File: src/rtl/vm2002_common_pkg.sv
`default_nettype none
// ============================================================================
// Module   : vm2002_common_pkg
// Purpose  : Shared coin encodings, change-dispenser state type and coin
//            values for the vm2002 vending controller.
// Revision : 1.0  initial release
// ============================================================================
package vm2002_common_pkg;

  // Coin encoding shared by the acceptor, refill path and return mechanism
  typedef enum logic [1:0] {
    COIN_NONE    = 2'b00,
    COIN_NICKEL  = 2'b01,
    COIN_DIME    = 2'b10,
    COIN_QUARTER = 2'b11
  } coins_t;

  // Change dispenser states, prefixed to keep clear of the main FSM's names
  typedef enum logic [1:0] {
    CHG_IDLE    = 2'd0,
    CHG_SELECT  = 2'd1,
    CHG_PRESENT = 2'd2,
    CHG_DONE    = 2'd3
  } chg_state_t;

  localparam logic [7:0] NICKEL_VALUE  = 8'd5;
  localparam logic [7:0] DIME_VALUE    = 8'd10;
  localparam logic [7:0] QUARTER_VALUE = 8'd25;

  // Cent value of a coin; COIN_NONE is worth nothing
  function automatic logic [7:0] coin_value(input coins_t coin);
    logic [7:0] value;
    case (coin)
      COIN_NICKEL:  value = NICKEL_VALUE;
      COIN_DIME:    value = DIME_VALUE;
      COIN_QUARTER: value = QUARTER_VALUE;
      default:      value = 8'd0;
    endcase
    return value;
  endfunction

endpackage
`default_nettype wire

File: src/rtl/vm2002_coin_inventory.sv
`default_nettype none
// ============================================================================
// Module   : vm2002_coin_inventory
// Purpose  : Per-denomination coin stock. Three saturating 4-bit counters;
//            a refill and a payout decrement of the same coin cancel out.
// Revision : 1.0  initial release
// ============================================================================
module vm2002_coin_inventory
  import vm2002_common_pkg::*;
#(
  parameter int unsigned INIT_COUNT = 8,
  parameter int unsigned MAX_COUNT  = 15
) (
  input  logic       clk,
  input  logic       rst_n,
  input  logic       refill_valid_i,
  input  logic [1:0] refill_coin_i,
  input  logic       dec_valid_i,
  input  logic [1:0] dec_coin_i,
  output logic [3:0] quarter_count_o,
  output logic [3:0] dime_count_o,
  output logic [3:0] nickel_count_o
);

  // Slot gi holds the coin whose code is gi+1 (nickel, dime, quarter)
  logic [11:0] counts;

  for (genvar gi = 0; gi < 3; gi++) begin : g_cnt
    logic [3:0] count_q;
    logic [3:0] count_d;
    logic       inc;
    logic       dec;

    assign inc = refill_valid_i && (refill_coin_i == 2'(gi + 1));
    assign dec = dec_valid_i    && (dec_coin_i    == 2'(gi + 1));

    // Next count: simultaneous refill and payout of this coin leave it as is
    always_comb begin
      count_d = count_q;
      if (inc && !dec) begin
        if (count_q < 4'(MAX_COUNT)) count_d = count_q + 4'd1;
      end else if (dec && !inc) begin
        if (count_q != 4'd0) count_d = count_q - 4'd1;
      end
    end

    // Counter register
    always_ff @(posedge clk or negedge rst_n) begin
      if (!rst_n) count_q <= 4'(INIT_COUNT);
      else        count_q <= count_d;
    end

    assign counts[4*gi +: 4] = count_q;
  end

  assign nickel_count_o  = counts[3:0];
  assign dime_count_o    = counts[7:4];
  assign quarter_count_o = counts[11:8];

endmodule
`default_nettype wire

File: src/rtl/vm2002_change_dispenser.sv
`default_nettype none
// ============================================================================
// Module   : vm2002_change_dispenser
// Purpose  : Greedy change payout (quarter, dime, nickel), one coin per
//            handshake with the return mechanism, with shortfall reporting.
// Revision : 1.0  initial release
// ============================================================================
module vm2002_change_dispenser
  import vm2002_common_pkg::*;
#(
  parameter int unsigned INIT_COUNT = 8,
  parameter int unsigned MAX_COUNT  = 15
) (
  input  logic       clk,
  input  logic       rst_n,
  input  logic       change_req_i,
  input  logic [7:0] change_amount_i,
  output logic       change_busy_o,
  output logic       change_done_o,
  output logic       change_short_o,
  output logic [7:0] change_remaining_o,
  output logic       coin_valid_o,
  output logic [1:0] coin_type_o,
  input  logic       coin_ack_i,
  input  logic       refill_valid_i,
  input  logic [1:0] refill_coin_i,
  output logic [3:0] quarter_count_o,
  output logic [3:0] dime_count_o,
  output logic [3:0] nickel_count_o
);

  chg_state_t state_q, state_d;
  logic [7:0] remaining_q, remaining_d;
  coins_t     coin_type_q, coin_type_d;
  logic       short_q, short_d;
  coins_t     pick;
  logic       dec_valid;
  logic [3:0] q_cnt, d_cnt, n_cnt;

  vm2002_coin_inventory #(
    .INIT_COUNT (INIT_COUNT),
    .MAX_COUNT  (MAX_COUNT)
  ) u_inventory (
    .clk             (clk),
    .rst_n           (rst_n),
    .refill_valid_i  (refill_valid_i),
    .refill_coin_i   (refill_coin_i),
    .dec_valid_i     (dec_valid),
    .dec_coin_i      (coin_type_q),
    .quarter_count_o (q_cnt),
    .dime_count_o    (d_cnt),
    .nickel_count_o  (n_cnt)
  );

  // Largest coin that fits the remaining amount and is in stock
  always_comb begin
    pick = COIN_NONE;
    if (remaining_q >= QUARTER_VALUE && q_cnt != 4'd0)     pick = COIN_QUARTER;
    else if (remaining_q >= DIME_VALUE && d_cnt != 4'd0)   pick = COIN_DIME;
    else if (remaining_q >= NICKEL_VALUE && n_cnt != 4'd0) pick = COIN_NICKEL;
  end

  // The accepted coin leaves inventory on the ack cycle
  assign dec_valid = (state_q == CHG_PRESENT) && coin_ack_i;

  // Next-state logic for the payout sequence
  always_comb begin
    state_d     = state_q;
    remaining_d = remaining_q;
    coin_type_d = coin_type_q;
    short_d     = short_q;
    case (state_q)
      CHG_IDLE: begin
        if (change_req_i) begin
          remaining_d = change_amount_i;
          short_d     = 1'b0;
          state_d     = CHG_SELECT;
        end
      end
      CHG_SELECT: begin
        if (pick != COIN_NONE) begin
          coin_type_d = pick;
          state_d     = CHG_PRESENT;
        end else begin
          short_d = (remaining_q != 8'd0);
          state_d = CHG_DONE;
        end
      end
      CHG_PRESENT: begin
        if (coin_ack_i) begin
          // SELECT already guaranteed remaining covers this coin
          remaining_d = remaining_q - coin_value(coin_type_q);
          state_d     = CHG_SELECT;
        end
      end
      CHG_DONE: state_d = CHG_IDLE;
      default:  state_d = CHG_IDLE;
    endcase
  end

  // State and datapath registers
  always_ff @(posedge clk or negedge rst_n) begin
    if (!rst_n) begin
      state_q     <= CHG_IDLE;
      remaining_q <= 8'd0;
      coin_type_q <= COIN_NONE;
      short_q     <= 1'b0;
    end else begin
      state_q     <= state_d;
      remaining_q <= remaining_d;
      coin_type_q <= coin_type_d;
      short_q     <= short_d;
    end
  end

  // Outputs decoded from state so reset removes coin_valid at once
  assign change_busy_o      = (state_q != CHG_IDLE);
  assign change_done_o      = (state_q == CHG_DONE);
  assign change_short_o     = short_q;
  assign change_remaining_o = remaining_q;
  assign coin_valid_o       = (state_q == CHG_PRESENT);
  assign coin_type_o        = coin_type_q;
  assign quarter_count_o    = q_cnt;
  assign dime_count_o       = d_cnt;
  assign nickel_count_o     = n_cnt;

endmodule
`default_nettype wire
File: config.mk
export PLATFORM = sky130hd
export DESIGN_NAME = vm2002_change_dispenser
export DESIGN_NICKNAME = d
export VERILOG_FILES = /design/src/rtl/vm2002_common_pkg.sv /design/src/rtl/vm2002_coin_inventory.sv /design/src/rtl/vm2002_change_dispenser.sv
export SDC_FILE = /design/constraint.sdc
export NUM_CORES = 1
export LEC_CHECK = 0
export BUFFER_PORTS_ARGS = -buffer_cell sky130_fd_sc_hd__buf_4
export CAP_MARGIN = 20
export CORE_AREA = 2 2 81 60
export CTS_BUF_LIST = sky130_fd_sc_hd__clkbuf_4
export DETAILED_ROUTE_END_ITERATION = 12
export DIE_AREA = 0 0 83 62
export GPL_ROUTABILITY_DRIVEN = 0
export PLACE_DENSITY = 0.61
export SLEW_MARGIN = 20
export SYNTH_ARGS = -nofsm -noshare
export SYNTH_HDL_FRONTEND = slang
export SYNTH_SLANG_ARGS = --single-unit
File: constraint.sdc
create_clock -name clk -period 2.16 [get_ports clk]
set_input_delay 0.216 -clock clk [delete_from_list [all_inputs] [get_ports clk]]
set_output_delay 0.216 -clock clk [all_outputs]
set_load 0.03 [all_outputs]
# Word-level counts from Yosys, hierarchy flattened
# Index checks and enable logic that the tools add are counted.
[word_totals] out_inout_bits=26 n_memories=0 latch_bits=0 mem_bits_rw=0 inputBits=15 register_bits=25 mem_bits_ro=0 word_cells=107
[op_classes] order_cmp=6 shifts=0 eq_ne=15 bitwise_logic=0 div_mod_pow=0 n_mux=28 mul=0 addsub=7 n_reduce_logical=44
[ops] operator="two-way mux 4 bit" n=12
[ops] operator="two-way mux 8 bit" n=4
[ops] operator="nonzero test 2 bit" n=10
[ops] operator="logical AND 1 bit" n=16
[ops] operator="case mux 8 bit (2 select lines)" n=1
[ops] operator="case mux 5 bit (3 select lines)" n=1
[ops] operator="AND reduction 3 bit" n=5
[ops] operator="adder 4 x 1 -> 4 bit (second input constant)" n=3
[ops] operator="equality test 2 bit (second input constant)" n=6
[ops] operator="less-than comparator 4 bit (second input constant)" n=3
[ops] operator="nonzero test 4 bit" n=3
[ops] operator="subtractor 4 x 1 -> 4 bit (second input constant)" n=3
[ops] operator="!= test 2 bit (second input constant)" n=5
[ops] operator=">= comparator 8 x 3 -> 1 bit (second input constant)" n=1
[ops] operator=">= comparator 8 x 4 -> 1 bit (second input constant)" n=1
[ops] operator=">= comparator 8 x 5 -> 1 bit (second input constant)" n=1
[ops] operator="two-way mux 2 bit" n=4
[ops] operator="case mux 2 bit (4 select lines)" n=1
[ops] operator="nonzero test 8 bit" n=1
[ops] operator="subtractor 8 bit" n=1
[ops] operator="equality test 2 x 1 -> 1 bit (second input constant)" n=3
[ops] operator="zero test 1 bit" n=6
[ops] operator="two-way mux 1 bit" n=4
[ops] operator="AND reduction 2 bit" n=2
[ops] operator="3 further kinds" n=3

# Depth between registers and ports, before layout
[logic_depth] depth_word=8 ltp_mapped=10 mapped_depth_nobuf=9

# Modules after synthesis
# A second synthesis with hierarchy kept.
[hier_totals] cells_unflattened=189 area_unflattened_um2=1843.0
[modules_own_cells] mod="vm2002_change_dispenser" area_per_inst_um2=972.2 seq_area_each_um2=325.3 instances=1 cells_per_inst=114
[modules_own_cells] mod="vm2002_coin_inventory" area_per_inst_um2=870.8 seq_area_each_um2=304.0 instances=1 cells_per_inst=75

# Worst setup path before layout
# No wires, ideal clock.
[synth_path] path_kind="reg-to-reg" start="register coin_type_q[0], in the netlist coin_type_o[0]" end="register u_inventory.g_cnt[1].count_q[3], in the netlist u_inventory.dime_count_o[3]" setup_time_ns=0.075 period_less_slack_ns=2.341 t_arrival_ns=2.266 slack_ns=-0.181 stages_incl_launch_ff=9 required_ns=2.085 path_buffers=0 cell_sequence="dfrtp_1 > nand2b_1 > or4_1 > nand2_1 > ha_1 > a21o_1 > a21oi_1 > mux2i_1 > xor2_1"
[synth_between] elab_chain_len=6 word_cells_on_any_way=10 cone_classes="eq/ne (2); mux (1); reduce/logical (7)"
[synth_rtl] element="from (decl)" line="vm2002_change_dispenser.sv:34" text="coins_t coin_type_q, coin_type_d;"
[synth_rtl] element="from (signal assigned)" line="vm2002_change_dispenser.sv:111" text="coin_type_q <= coin_type_d;"
[synth_rtl] element="equality test 2 bit *" line="vm2002_coin_inventory.sv:35" text="assign dec = dec_valid_i && (dec_coin_i == 2'(gi + 1));"
[synth_rtl] element="logical AND 1 bit *" line="vm2002_coin_inventory.sv:35"
[synth_rtl] element="zero test 1 bit" line="vm2002_coin_inventory.sv:40" text="if (inc && !dec) begin"
[synth_rtl] element="logical AND 1 bit" line="vm2002_coin_inventory.sv:40"
[synth_rtl] element="!= test 2 bit (no line) / nonzero test 2 bit (equally long branches)"
[synth_rtl] element="AND reduction 3 bit (no line)"
[synth_rtl] element="to (signal assigned)" line="vm2002_coin_inventory.sv:49" text="if (!rst_n) count_q <= 4'(INIT_COUNT);"
[synth_rtl] element="to (signal assigned)" line="vm2002_coin_inventory.sv:50" text="else count_q <= count_d;"
[synth_rtl] element="to (decl)" line="vm2002_coin_inventory.sv:29" text="logic [3:0] count_q;"
# Mark *: on every way between the ends. The rest lies on a longest branch, timed or not.
# A chain may end at the register's enable or synchronous reset.

# Worst setup path in the final report
# Same ends and word-level chain as after synthesis.

==> impl_metrics.prom <==
# TYPE chip_impl_metric gauge
chip_impl_metric{name="drcViolationCount",unit=""} 0
chip_impl_metric{name="synth-seq-area-share",unit=""} 0.371
chip_impl_metric{name="syn_area_per_cell",unit="sq um"} 9.32
chip_impl_metric{name="power.share.combinational",unit=""} 0.661
chip_impl_metric{name="netlist-cell-type-count",unit=""} 39
chip_impl_metric{name="ioPinCount",unit=""} 41
chip_impl_metric{name="port_buffers",unit=""} 40
chip_impl_metric{name="fraction_of_power_consumed_by_sequential_logic",unit=""} 0.277
chip_impl_metric{name="syn_area",unit="sq um"} 1700
chip_impl_metric{name="initialDrtViolationCount",unit=""} 75
chip_impl_metric{name="drt-vias-per-instance",unit=""} 5.14
chip_impl_info{name="unrepaired_setup_endpoints_after_global_routing",value="yes"} 1
chip_impl_metric{name="maxCapViolations",unit=""} 0
chip_impl_info{name="timing.critical_path.from_type",value="flop"} 1
chip_impl_metric{name="final_core_util",unit=""} 0.503
chip_impl_metric{name="grt_pass1_vias",unit=""} 1357
chip_impl_metric{name="insertedDiodeCount",unit=""} 0
chip_impl_metric{name="synthToLayoutAreaGrowth",unit="%"} 33.3
chip_impl_metric{name="cp.arrival",unit="ns"} 2.43
chip_impl_metric{name="timing.fmax",unit="MHz"} 462
chip_impl_metric{name="clk_pin_slew_worst_paths",unit="ns"} 0.15
chip_impl_metric{name="final_max_slew_viol_count",unit=""} 0
chip_impl_metric{name="setup_violations",unit=""} 1
chip_impl_info{name="regToRegEndpoint",value="u_inventory.dime_count_o[3]$_DFFE_PN1P_"} 1
chip_impl_metric{name="route.detailed.wl_per_inst",unit="microns"} 13.7
chip_impl_metric{name="initial_utilization",unit=""} 0.377
chip_impl_metric{name="cell_internal_pwr",unit="mW"} 1.91
chip_impl_info{name="clk_root_buffer_cell",value="clkbuf_4"} 1
chip_impl_metric{name="rows",unit=""} 21
chip_impl_metric{name="cts-root-to-sink-buffers",unit=""} 2
chip_impl_metric{name="vias",unit=""} 1520
chip_impl_metric{name="stdcell_count",unit=""} 296
chip_impl_metric{name="drive_above_1_share",unit=""} 0.343
chip_impl_metric{name="total_half_perimeter_wirelength_after_legalization_and_detailed_placement",unit="microns"} 3110
chip_impl_metric{name="synth_cells",unit=""} 182
chip_impl_metric{name="cts_made_buffers",unit=""} 3
chip_impl_metric{name="yosys_warnings",unit=""} 0
chip_impl_metric{name="placed_cells",unit=""} 288
chip_impl_metric{name="clock_sink_count",unit=""} 25
chip_impl_metric{name="clock_share_of_power",unit=""} 0.062
chip_impl_metric{name="timing.reg2reg.setup_slack",unit="ns"} -0.005
chip_impl_metric{name="power_switching_share",unit=""} 0.497
chip_impl_info{name="tritoncts_clock_tree",value="yes"} 1
chip_impl_metric{name="worst_skew_pair.late_latency",unit="ns"} 0.32
chip_impl_info{name="synth.largest_area_cell",value="dfrtp_1"} 1
chip_impl_metric{name="worst_slew_pin_slew",unit="ns"} 0.569
chip_impl_metric{name="cts.htree.levels",unit=""} 1
chip_impl_metric{name="synth.top_cell.area_share",unit=""} 0.325
chip_impl_metric{name="total_of_flip_flops_plus_latches_after_synthesis",unit=""} 25
chip_impl_metric{name="min_delay_path_depth",unit=""} 3
chip_impl_metric{name="core_region_area",unit="sq um"} 4490
chip_impl_info{name="dominantRegCellSynth",value="dfrtp_1"} 1
chip_impl_metric{name="die_x",unit="microns"} 83
chip_impl_metric{name="slew_headroom",unit=""} 0.617
chip_impl_info{name="final_cell_mix",value="56 x buf_4, 20 x dfrtp_1, 18 x nand2_1"} 1
chip_impl_metric{name="post-route-period-util",unit=""} 1.00
chip_impl_info{name="layout.cells.most_common",value="buf_4"} 1
chip_impl_info{name="crit_path_class",value="flop to flop"} 1
chip_impl_info{name="hold_path.startpoint",value="change_amount_i[3]"} 1
chip_impl_metric{name="antenna_violations_before_repair",unit=""} 0
chip_impl_metric{name="floorplan.die.height",unit="microns"} 62
chip_impl_info{name="status",value="finished, violations left"} 1
chip_impl_metric{name="first_pass_grt_wire_length",unit="microns"} 6600
chip_impl_metric{name="synth_enable_flop_cells",unit=""} 0
chip_impl_metric{name="grt-ovfl-total",unit=""} 0
chip_impl_metric{name="power.net_switching",unit="mW"} 1.89
chip_impl_info{name="synth.top_cells.by_area",value="dfrtp_1 32%, ha_1 8.1%, fa_1 4.7%"} 1
chip_impl_metric{name="setup_total_negative_slack",unit="ns"} -0.00531
chip_impl_info{name="hp-class",value="primary input to flop"} 1
chip_impl_metric{name="synth.net_count",unit=""} 212
chip_impl_info{name="timing.rr.start",value="coin_type_o[0]$_DFFE_PN0P_"} 1
chip_impl_metric{name="groute.usage.overall",unit=""} 0.163
chip_impl_metric{name="cellLeakagePower",unit="nW"} 1.05
chip_impl_metric{name="worst_ep_required_time",unit="ns"} 2.43
chip_impl_info{name="violated_checks",value="setup timing"} 1
chip_impl_info{name="worstHoldEndpoint",value="change_remaining_o[3]$_DFFE_PN0P_"} 1
chip_impl_metric{name="die_area",unit="sq um"} 5150
chip_impl_metric{name="p_per_area",unit="nW/um^2"} 1680
chip_impl_metric{name="period_minus_slack",unit="ns"} 2.17
chip_impl_metric{name="drt_pre_antenna_iters",unit=""} 4
chip_impl_info{name="worstSetupEndpointType",value="flop"} 1
chip_impl_metric{name="maximum_vdd_drop",unit="uV"} 745
chip_impl_metric{name="critPathMaxFanout",unit=""} 3
chip_impl_metric{name="rr_worst_depth",unit=""} 8
chip_impl_metric{name="maximum_number_of_pins_on_one_net_before_global_route_repair",unit=""} 26
chip_impl_metric{name="design.final.nets",unit=""} 270
chip_impl_metric{name="number_of_failing_hold_endpoints_at_the_final_stage",unit=""} 0
chip_impl_metric{name="synth_async_sr_flop_share",unit=""} 1.00
chip_impl_metric{name="clock-skew-final",unit="ns"} 0.0108
chip_impl_metric{name="wirelength",unit="microns"} 4060
chip_impl_metric{name="postLayoutSetupSlackWorst",unit="ns"} -0.00531
chip_impl_metric{name="ant_nets",unit=""} 0
==> through the flow <==
stage	area, sq um	total power [mW]	worst slack [ns]	hold slack (ns)
finish	2260	3.80	-0.00531	0.112
CTS	2220	3.74	0.00285	0.104
detailed placement	2160	3.48	-0.0733	0.148
global placement	2160	3.46	-0.00220	0.153
floorplan	1710	2.66	-0.0593	-0.0796
global route	2260	4.15	-0.125	0.111
==> cells by family after synthesis <==
kind of cell / share of synthesized area
mux: 0.0694
buf+inv: 0.0251
fa+ha+maj: 0.128
xor+xnor: 0.0568
flops: 0.371
simple gates: 0.204
compound gates: 0.145
==> sequential cells by signal (all words and copies together) (netlist names) <==
register                     cells
change_remaining_o               8
change_short_o                   1
coin_type_o                      2
state_q                          2
u_inventory.dime_count_o         4
u_inventory.nickel_count_o       4
u_inventory.quarter_count_o      4
==> critical path, cell delays in order (launching register included) <==
cell	delay (ns)
dfrtp_2	0.42
nand2b_4	0.14
or4_4	0.49
nand2_2	0.10
ha_1	0.22
a21o_1	0.19
a21oi_2	0.14
mux2i_1	0.24
xor2_1	0.17
==> cells in the mapped netlist, types with 3 or more instances <==
| cell | number |
|---|---|
| nand2b_1 | 4 |
| a21oi_1 | 14 |
| fa_1 | 4 |
| a31oi_1 | 3 |
| xor2_1 | 9 |
| dfrtp_1 | 22 |
| clkbuf_1 | 3 |
| inv_1 | 7 |
| nor2_1 | 12 |
| nand3_1 | 4 |
| or3_1 | 4 |
| nand2_1 | 20 |
| nand4_1 | 6 |
| o21ai_0 | 11 |
| mux2_2 | 4 |
| ha_1 | 11 |
| nor4_1 | 6 |
| dfstp_2 | 3 |
| mux2i_1 | 5 |
| a21o_1 | 4 |
==> timing repair <==
| item | in CTS | in global routing |
|---|---|---|
| cloned | 0 | 0 |
| gates resized for setup | 3 | 7 |
| setup buffers | 1 | 2 |
| pin swaps | 4 | 7 |
| hold buffers | 1 | 0 |
| endpoints found under the setup margin | 1 | 5 |
| endpoints found under the hold margin | 22 | 0 |
==> final cells by class <==
type                       instances  area [sq um]
multi-input combinational        146          1070
clock buffer                       4          30.0
fill                             444          2230
inverter                           7          26.3
timing repair buffer              57           430
sequential                        25           632
tap                               57          71.3
==> how the worst max path moves through the flow <==
stage	from	to	slack, ns	cells past startpoint
floorplan	coin_type_o[0]$_DFFE_PN0P_	u_inventory.dime_count_o[3]$_DFFE_PN1P_	-0.06	8
global placement	state_q[1]$_DFFE_PN0P_	u_inventory.dime_count_o[3]$_DFFE_PN1P_	-0.002	8
detailed placement	state_q[1]$_DFFE_PN0P_	u_inventory.dime_count_o[3]$_DFFE_PN1P_	-0.07	8
CTS	coin_type_o[0]$_DFFE_PN0P_	u_inventory.dime_count_o[3]$_DFFE_PN1P_	0.003	8
global route	coin_type_o[0]$_DFFE_PN0P_	u_inventory.dime_count_o[3]$_DFFE_PN1P_	-0.12	8
finish	coin_type_o[0]$_DFFE_PN0P_	u_inventory.dime_count_o[3]$_DFFE_PN1P_	-0.005	8
==> metal layers <==
metal / GRT usage / vias to the layer above / part of all wire
li1: - / 774 / -
met1: 0.241 / 710 / 0.52
met2: 0.250 / 34 / 0.43
met3: 0.0370 / 2 / 0.043
met4: 0.0281 / 0 / 0.0052
met5: 0 / - / 0
==> power by group through the flow <==
stage	Combinational, mW	Clock [mW]	Sequential, mW
floorplan	1.22	0	1.44
global placement	2.40	0	1.06
detailed placement	2.42	0	1.06
CTS	2.45	0.244	1.05
global route	2.78	0.262	1.10
finish	2.51	0.234	1.05
No activity file was read; power rests on OpenSTA's default activity.
